$ cat config.mk
export PLATFORM = sky130hd
export DESIGN_NAME = wb_write_arbiter
export DESIGN_NICKNAME = d
export VERILOG_FILES = /design/src/rtl/wb_write_arbiter.sv
export SDC_FILE = /design/constraint.sdc
export NUM_CORES = 1
export LEC_CHECK = 0
export ABC_AREA = 1
export CAP_MARGIN = 30
export CORE_UTILIZATION = 40
export CTS_BUF_LIST = sky130_fd_sc_hd__clkbuf_8
export DETAILED_ROUTE_END_ITERATION = 6
export DONT_BUFFER_PORTS = 1
export GPL_TIMING_DRIVEN = 0
export HOLD_SLACK_MARGIN = 0.12
export PLACE_DENSITY_LB_ADDON = 0.25
export SLEW_MARGIN = 30
export SYNTH_ARGS = -nofsm -noshare
export SYNTH_HDL_FRONTEND = slang
export SYNTH_SLANG_ARGS = --single-unit
$ cat constraint.sdc
create_clock -name clk -period 4.8 [get_ports clk]
set_input_delay 0.72 -clock clk [delete_from_list [all_inputs] [get_ports clk]]
set_output_delay 0.72 -clock clk [all_outputs]
set_load 0.05 [all_outputs]
$ cat src/rtl/wb_write_arbiter.sv
// wb_write_arbiter: four lane FIFOs feeding the register file write ports.
// Ports: clk, rst, in_valid/in_ready/in_addr/in_data (lanes 0..3),
//   we0-3/waddr0-3/wdata0-3 (registered port writes), busy, err;
//   stall_cnt when WB_PERF_CNT_EN is defined.
module wb_write_arbiter #(
  parameter int         DEPTH     = 4,
  parameter logic [5:0] HILO_ADDR = 6'd32
) (
  input  logic         clk,
  input  logic         rst,
  input  logic [3:0]   in_valid,
  output logic [3:0]   in_ready,
  input  logic [23:0]  in_addr,
  input  logic [255:0] in_data,
  output logic         we0,
  output logic         we1,
  output logic         we2,
  output logic         we3,
  output logic [5:0]   waddr0,
  output logic [5:0]   waddr1,
  output logic [5:0]   waddr2,
  output logic [5:0]   waddr3,
  output logic [63:0]  wdata0,
  output logic [63:0]  wdata1,
  output logic [63:0]  wdata2,
  output logic [63:0]  wdata3,
  output logic         busy,
  output logic         err
`ifdef WB_PERF_CNT_EN
  ,
  output logic [31:0]  stall_cnt
`endif
);

  localparam int PW = (DEPTH > 1) ? $clog2(DEPTH) : 1;
  localparam int CW = PW + 1;

  typedef logic [PW-1:0] ptr_t;
  typedef logic [CW-1:0] cnt_t;

  logic [5:0]  mem_a [4][DEPTH];
  logic [63:0] mem_d [4][DEPTH];
  ptr_t        rd_ptr [4];
  ptr_t        wr_ptr [4];
  cnt_t        cnt [4];

  logic [3:0]  push;
  logic [3:0]  pop;
  logic [3:0]  bad;
  logic [3:0]  nonempty;
  logic [5:0]  h_a [4];
  logic [63:0] h_d [4];

  logic [3:0]  gnt;
  logic [5:0]  g_a [4];
  logic [63:0] g_d [4];
  logic [1:0]  tgt;
  logic        hit;

  logic [3:0]  we_q;
  logic [5:0]  wa_q [4];
  logic [63:0] wd_q [4];

  always_comb begin
    for (int i = 0; i < 4; i++) begin
      nonempty[i] = (cnt[i] != '0);
      in_ready[i] = (cnt[i] != cnt_t'(DEPTH));
      push[i]     = in_valid[i] & in_ready[i];
      h_a[i]      = mem_a[i][rd_ptr[i]];
      h_d[i]      = mem_d[i][rd_ptr[i]];
    end
  end

  // Lanes are walked in index order so lower lanes claim ports and
  // addresses first; a HI/LO head from lanes 1..3 retargets to port 0.
  always_comb begin
    pop = '0;
    bad = '0;
    gnt = '0;
    tgt = '0;
    hit = 1'b0;
    for (int p = 0; p < 4; p++) begin
      g_a[p] = '0;
      g_d[p] = '0;
    end
    for (int i = 0; i < 4; i++) begin
      tgt = 2'(i);
      hit = 1'b0;
      if (nonempty[i]) begin
        if (h_a[i] == 6'd0) begin
          pop[i] = 1'b1;
        end else if (h_a[i] > HILO_ADDR) begin
          pop[i] = 1'b1;
          bad[i] = 1'b1;
        end else begin
          if (h_a[i] == HILO_ADDR) tgt = 2'd0;
          for (int j = 0; j < 4; j++) begin
            if (gnt[j] && (g_a[j] == h_a[i])) hit = 1'b1;
          end
          if (!gnt[tgt] && !hit) begin
            gnt[tgt] = 1'b1;
            g_a[tgt] = h_a[i];
            g_d[tgt] = (h_a[i] == HILO_ADDR) ? h_d[i]
                     : {32'd0, h_d[i][31:0]};
            pop[i]   = 1'b1;
          end
        end
      end
    end
  end

  always_ff @(posedge clk) begin
    if (rst) begin
      for (int i = 0; i < 4; i++) begin
        rd_ptr[i] <= '0;
        wr_ptr[i] <= '0;
        cnt[i]    <= '0;
        wa_q[i]   <= '0;
        wd_q[i]   <= '0;
      end
      we_q <= '0;
      err  <= 1'b0;
    end else begin
      for (int i = 0; i < 4; i++) begin
        if (push[i]) wr_ptr[i] <= wr_ptr[i] + 1'b1;
        if (pop[i])  rd_ptr[i] <= rd_ptr[i] + 1'b1;
        cnt[i]  <= cnt[i] + cnt_t'(push[i]) - cnt_t'(pop[i]);
        wa_q[i] <= g_a[i];
        wd_q[i] <= g_d[i];
      end
      we_q <= gnt;
      if (|bad) err <= 1'b1;
    end
  end

  always_ff @(posedge clk) begin
    for (int i = 0; i < 4; i++) begin
      if (push[i]) begin
        mem_a[i][wr_ptr[i]] <= in_addr[6*i +: 6];
        mem_d[i][wr_ptr[i]] <= in_data[64*i +: 64];
      end
    end
  end

`ifdef WB_PERF_CNT_EN
  logic [2:0]  n_stall;
  logic [32:0] stall_sum;

  always_comb begin
    n_stall = '0;
    for (int i = 0; i < 4; i++) begin
      n_stall = n_stall + 3'(nonempty[i] & ~pop[i]);
    end
    stall_sum = {1'b0, stall_cnt} + 33'(n_stall);
  end

  always_ff @(posedge clk) begin
    if (rst) stall_cnt <= '0;
    else     stall_cnt <= stall_sum[32] ? '1 : stall_sum[31:0];
  end
`endif

  assign busy   = |nonempty;
  assign we0    = we_q[0];
  assign we1    = we_q[1];
  assign we2    = we_q[2];
  assign we3    = we_q[3];
  assign waddr0 = wa_q[0];
  assign waddr1 = wa_q[1];
  assign waddr2 = wa_q[2];
  assign waddr3 = wa_q[3];
  assign wdata0 = wd_q[0];
  assign wdata1 = wd_q[1];
  assign wdata2 = wd_q[2];
  assign wdata3 = wd_q[3];

endmodule
## Word level (Yosys, flattened, before mapping)

Memories as Yosys holds them, arrays and structs flattened.
Index checks and enable logic that the tools add are counted.

- Logic and storage cells: 410
- Memories: 7
- Output and inout bits: 290
- Bits in registers: 5
- Bits in writable memories: 1428

- Add/subtract/negate cells: 16
- Multiplexer cells: 249
- Bitwise logic cells: 41
- Reductions and logical operators: 43
- Order comparisons: 32
- Equal/unequal tests: 20

Memories:

| memory | depth | bits a word | read ports | clocked after memory_dff | write ports | RTL line | text |
|---|---|---|---|---|---|---|---|
| mem_d | 4 | 256 | 4 | 0 | 4 | 42 | `logic [63:0] mem_d [4][DEPTH];` |
| wd_q | 4 | 64 | 4 | 0 | 4 | 62 | `logic [63:0] wd_q [4];` |
| mem_a | 4 | 24 | 4 | 0 | 4 | 41 | `logic [5:0] mem_a [4][DEPTH];` |
| wa_q | 4 | 6 | 4 | 0 | 4 | 61 | `logic [5:0] wa_q [4];` |
| cnt | 4 | 3 | 4 | 0 | 4 | 45 | `cnt_t cnt [4];` |
| rd_ptr | 4 | 2 | 4 | 0 | 4 | 43 | `ptr_t rd_ptr [4];` |
| +1 memories | n/a | n/a | n/a | n/a | n/a | n/a |  |

Operator list:

| operator | number |
|---|---|
| $mux W256 | 20 |
| $mux W64 | 24 |
| $demux W64 S2 | 8 |
| $bwmux W256 | 3 |
| $bmux W64 S2 | 4 |
| $mux W24 | 20 |
| $and A256 B256 Y256 | 1 |
| $mux W6 | 20 |
| $demux W6 S2 | 8 |
| $mux W1 | 85 |
| $bwmux W24 | 3 |
| $eq A6 B6 Y1 | 12 |
| $mux W4 | 16 |
| $bmux W6 S2 | 4 |
| $mux W2 | 22 |
| $ge A3 B3 Y1 const B | 12 |
| $not A2 Y3 | 12 |
| $logic_and A1 B1 Y1 | 27 |
| $and A24 B24 Y24 | 1 |
| $eq A6 B6 Y1 const B | 4 |
| $gt A6 B6 Y1 const B | 4 |
| $logic_not A6 Y1 | 4 |
| $lt A3 B1 Y1 const B | 8 |
| $or A1 B1 Y1 | 20 |
| other kinds (14) | 59 |

## Depth between registers and ports, before layout

An unclocked memory read counts as a cell.

- Depth in word-level cells: 68
- Gate-level depth with buffers: 36
- Depth with buffers taken out: 34

## Worst setup path before layout

No wires, ideal clock.

- Path type: reg-to-reg
- Start: mem cnt[0][1] (netlist bit)
- End: mem mem_a[0][0] (netlist bit), enable pin
- Setup slack: 0.223 ns
- Period minus slack after synthesis: 4.577 ns
- Data arrival time: 4.079 ns
- Library setup time: 0.499 ns
- Path buffers: 0
- Stages on the path, launching flop included: 5
- Cell sequence: dfxtp_1 inv_1 nand3_1 nand2_1 nor2_1

RTL lines:

| what | RTL line |
|---|---|
| start, declared | 45 |
| end, declared | 41 |

==> results_dict.tcl <==
set metrics [dict create \
    status "complete, no violations" \
    drive_gt1_share_pct 10.3 \
    cpMostUsedCell "inv_1" \
    cp_slowest_cell "edfxtp_1" \
    clk_path_buf_depth 3 \
    grt_pass1_vias 34200 \
    drtIter0Drc 3879 \
    hold_path.class "in -> reg" \
    hold_path_startpoint "in_valid[2]" \
    power.leakage_nw 24.1 \
    numPortBuffers 0 \
    synth_cell_types 44 \
    critPathBufInv 7 \
    avgSynthCellArea_um2 12.9 \
    rr_worst_depth 24 \
    pwr-share-seq_pct 43.7 \
    required_ns 5.68 \
    ios 576 \
    core-area_mm2 0.130 \
    routed_via_density 5.34 \
    tightest_slew_ns 1.16 \
    initial_core_util_pct 40.5 \
    place_congestion 0.959 \
    met2_usage_pct 39.4 \
    seq_area_frac_synth_pct 75.9 \
    grt_util_all_layers_pct 25.6 \
    final_core_util_pct 50.2 \
    clk_latency_ns 1.00 \
    internal-power_w 0.0241 \
    nNetsFinal 5101 \
    ys_seq_elements 1433 \
    synth_edf_count 1136 \
    drc 0 \
    critPathTopFamily "simple AND/OR/NAND/NOR gates" \
    critPathMaxStageDelay_ns 0.51 \
    synthCells 4093 \
    post-route-min-period_ns 4.67 \
    rsz0062_at_grt "false" \
    crit_start "rd_ptr[2][0]" \
    r2r_slack_ns 0.13 \
    dp_slack_ns -1.34 \
    root_buffer "clkbuf_8" \
    crit_path_max_fanout 10 \
    p_clk_share_pct 27.2 \
    maxCapViolCount 0 \
    power_density_mw_per_mm2 609 \
    r2r_start "rd_ptr[2][0]" \
    cts_sinks 1433 \
    drt-total-wl_um 175000 \
    htreeDepth 4 \
    async_flop_share_pct 0 \
    timing.rr.end "cnt[3][2]" \
    busiest_layer "met2" \
    clk_pin_slew_ns 0.07 \
    layout_setup_ws_ns 0.126 \
    drv_slew 0 \
    p_sw_share_pct 39.4 \
    finalHoldViolations 0 \
    min_period_over_period_pct 97.4 \
    comb_power_share_pct 29.2 \
    numCtsBuffers 228 \
    ir_drop_v 0.000483 \
    setup_viol 0 \
    crit_path_end_kind "flop" \
    dp_hpwl_um 128000 \
    dpl.cell_count 6009 \
    instances_no_fill 6767 \
    use_met1_pct 32.7 \
    via_count 36100 \
    cts_tree "done" \
    dr.pass1.iters 6 \
    antenna_left 0 \
    antenna_found_initial 70 \
    rows 132 \
    yosys_most_used_dff "edfxtp_1" \
    fillers 11400 \
    wl_per_cell_um 25.8 \
    die_w_um 365 \
    die_area_mm2 0.133 \
    crit_arrival_ns 5.56 \
    fin_tns_setup_ns 0 \
    grt.met3_usage_pct 8.57 \
    worstPathCellList "buf_2, inv_2, nand2_1, a32oi_1, inv_1, nand4_1, nor2_1, nand2_1, clkinv_4, nand3_4, nand2_1, o21ai_0, nor4_1, nor2_1, nand3_2, nor2_4, ha_1, inv_1, ha_1, inv_1, fa_1, inv_1, o21ai_0, a21oi_1" \
    min_to "wr_ptr[2][0]" \
    grt_pass1_wl_um 242000 \
    syn-cell-area_mm2 0.0528 \
    die_y_um 365 \
    area_growth_pct 23.8 \
    synth-warning-count 0 \
    hold_depth 2 \
    grt_max_degree 21 \
    start_kind "flop" \
    slew_headroom_pct 22.9 \
    grt_overflow_total 0 \
    crit_type "reg -> reg" \
    finalClockSkew_ns 0.0744 \
    clock.fmax_mhz 214 \
    switchingPower_w 0.0156 \
]
[cells by family (layout without fill, tap and decap cells)]
logic type / count (synthesis) / in the layout / share of synthesized area [%]
DFF: 1433 / 1433 / 75.9
and+or+nand+nor: 1405 / 1405 / 10.4
AOI/OAI and AO/OA: 764 / 764 / 9.29
buffers and inverters: 449 / 1249 / 3.42
adders and majority gates: 28 / 28 / 0.721
xor gates and xnor gates: 13 / 13 / 0.216
other: 1 / 133 / 0.00711
[per-layer routing]
metal | wire length (um) | vias up
li1 | - | 16100
met3 | 18700 | 383
met2 | 80100 | 1877
met5 | 294 | -
met1 | 67900 | 17800
met4 | 7650 | 48
[synthesized netlist by cell type, types with 2 or more instances]
cell | count | area (um2)
a21oi_1 | 134 | 671
a221oi_1 | 53 | 464
a22o_1 | 11 | 96.3
a32o_1 | 48 | 480
a32oi_1 | 75 | 657
a41oi_1 | 12 | 105
buf_1 | 16 | 60.1
buf_2 | 14 | 70.1
buf_4 | 12 | 90.1
buf_6 | 6 | 67.6
clkbuf_1 | 188 | 706
clkinv_1 | 5 | 18.8
dfxtp_1 | 297 | 5950
edfxtp_1 | 1136 | 34100
fa_1 | 4 | 80.1
ha_1 | 24 | 300
inv_1 | 201 | 754
inv_2 | 6 | 22.5
nand2_1 | 691 | 2590
nand2_2 | 2 | 12.5
nand3_1 | 76 | 380
nand3_2 | 2 | 20.0
nand4_1 | 16 | 100
nor2_1 | 591 | 2220
nor2_2 | 3 | 18.8
nor3_1 | 15 | 75.1
nor3b_1 | 5 | 37.5
o21ai_0 | 265 | 1330
o21bai_1 | 13 | 97.6
o221ai_1 | 13 | 114
o22ai_1 | 134 | 838
o32ai_1 | 2 | 17.5
xnor2_1 | 5 | 43.8
xor2_1 | 8 | 70.1
[power by group through the flow]
stage | sequential (W) | clock [W] | combinational (W)
2_1_floorplan | 0.0175 | 0 | 0.00593
3_3_place_gp | 0.0178 | 0 | 0.0101
3_5_place_dp | 0.0176 | 0 | 0.0108
4_1_cts | 0.0173 | 0.0110 | 0.0112
5_1_grt | 0.0175 | 0.0115 | 0.0123
6_report | 0.0173 | 0.0108 | 0.0116
[sequential cells by signal (all words and copies together) (netlist names)]
signal and flops:
mem_a 96, cnt 12, rd_ptr 8, wd_q 256, mem_d 1024, err 1, wa_q 24, we_q 4
wr_ptr 8
[placed cells by master (no fill, tap or decap), types with 30 or more instances in the layout]
cell type      count
dlygate4sd3_1    280
edfxtp_1        1136
a221oi_1          51
clkinv_1          30
inv_1            281
a32o_1            48
buf_16            60
a32oi_1           70
clkbuf_1         179
clkbuf_8         264
clkinv_2          31
nand2_1          687
dfxtp_1          297
diode_2           34
a21oi_1          133
conb_1            99
nand3_1           68
nor2_1           571
o21ai_0          265
o22ai_1          134
[worst max path at each step]
stage               slack, ns  depth (start not counted)       endpoint
floorplan                0.22                          4    mem_a[0][0]
global placement        -2.68                          4  mem_d[1][165]
detailed placement      -1.34                         26      cnt[2][2]
CTS                      0.01                         30      cnt[3][2]
global route            0.002                         27      cnt[3][2]
finish                   0.13                         24      cnt[3][2]
[what timing repair did]
action	in CTS	in global routing
setup endpoints to repair	141	44
buffers inserted	0	9
pin swaps	0	5
hold buffers	280	0
endpoints found under the hold margin	1120	0
resized for setup	24	44
[stage by stage]
stage               power (W)  area (um2)  hold WS (ns)
floorplan              0.0234       53100         0.565
global placement       0.0280       55300         0.584
detailed placement     0.0284       57300         0.599
CTS                    0.0396       65000         0.283
global route           0.0413       65300         0.380
finish                 0.0397       65300         0.390
[final cells by class]
cell class,instances,area [um2],area share [%]
repair buffers,366,4710,7.21
clock buffers,264,3630,5.57
diodes,34,85.1,0.130
well taps,1742,2180,3.34
plain buffers,237,1050,1.61
flip-flops and latches,1433,40100,61.4
multi-input cells,2309,11600,17.7
clock inverters,170,1170,1.79
inverters,212,815,1.25
No activity file was read; power rests on OpenSTA's default activity.
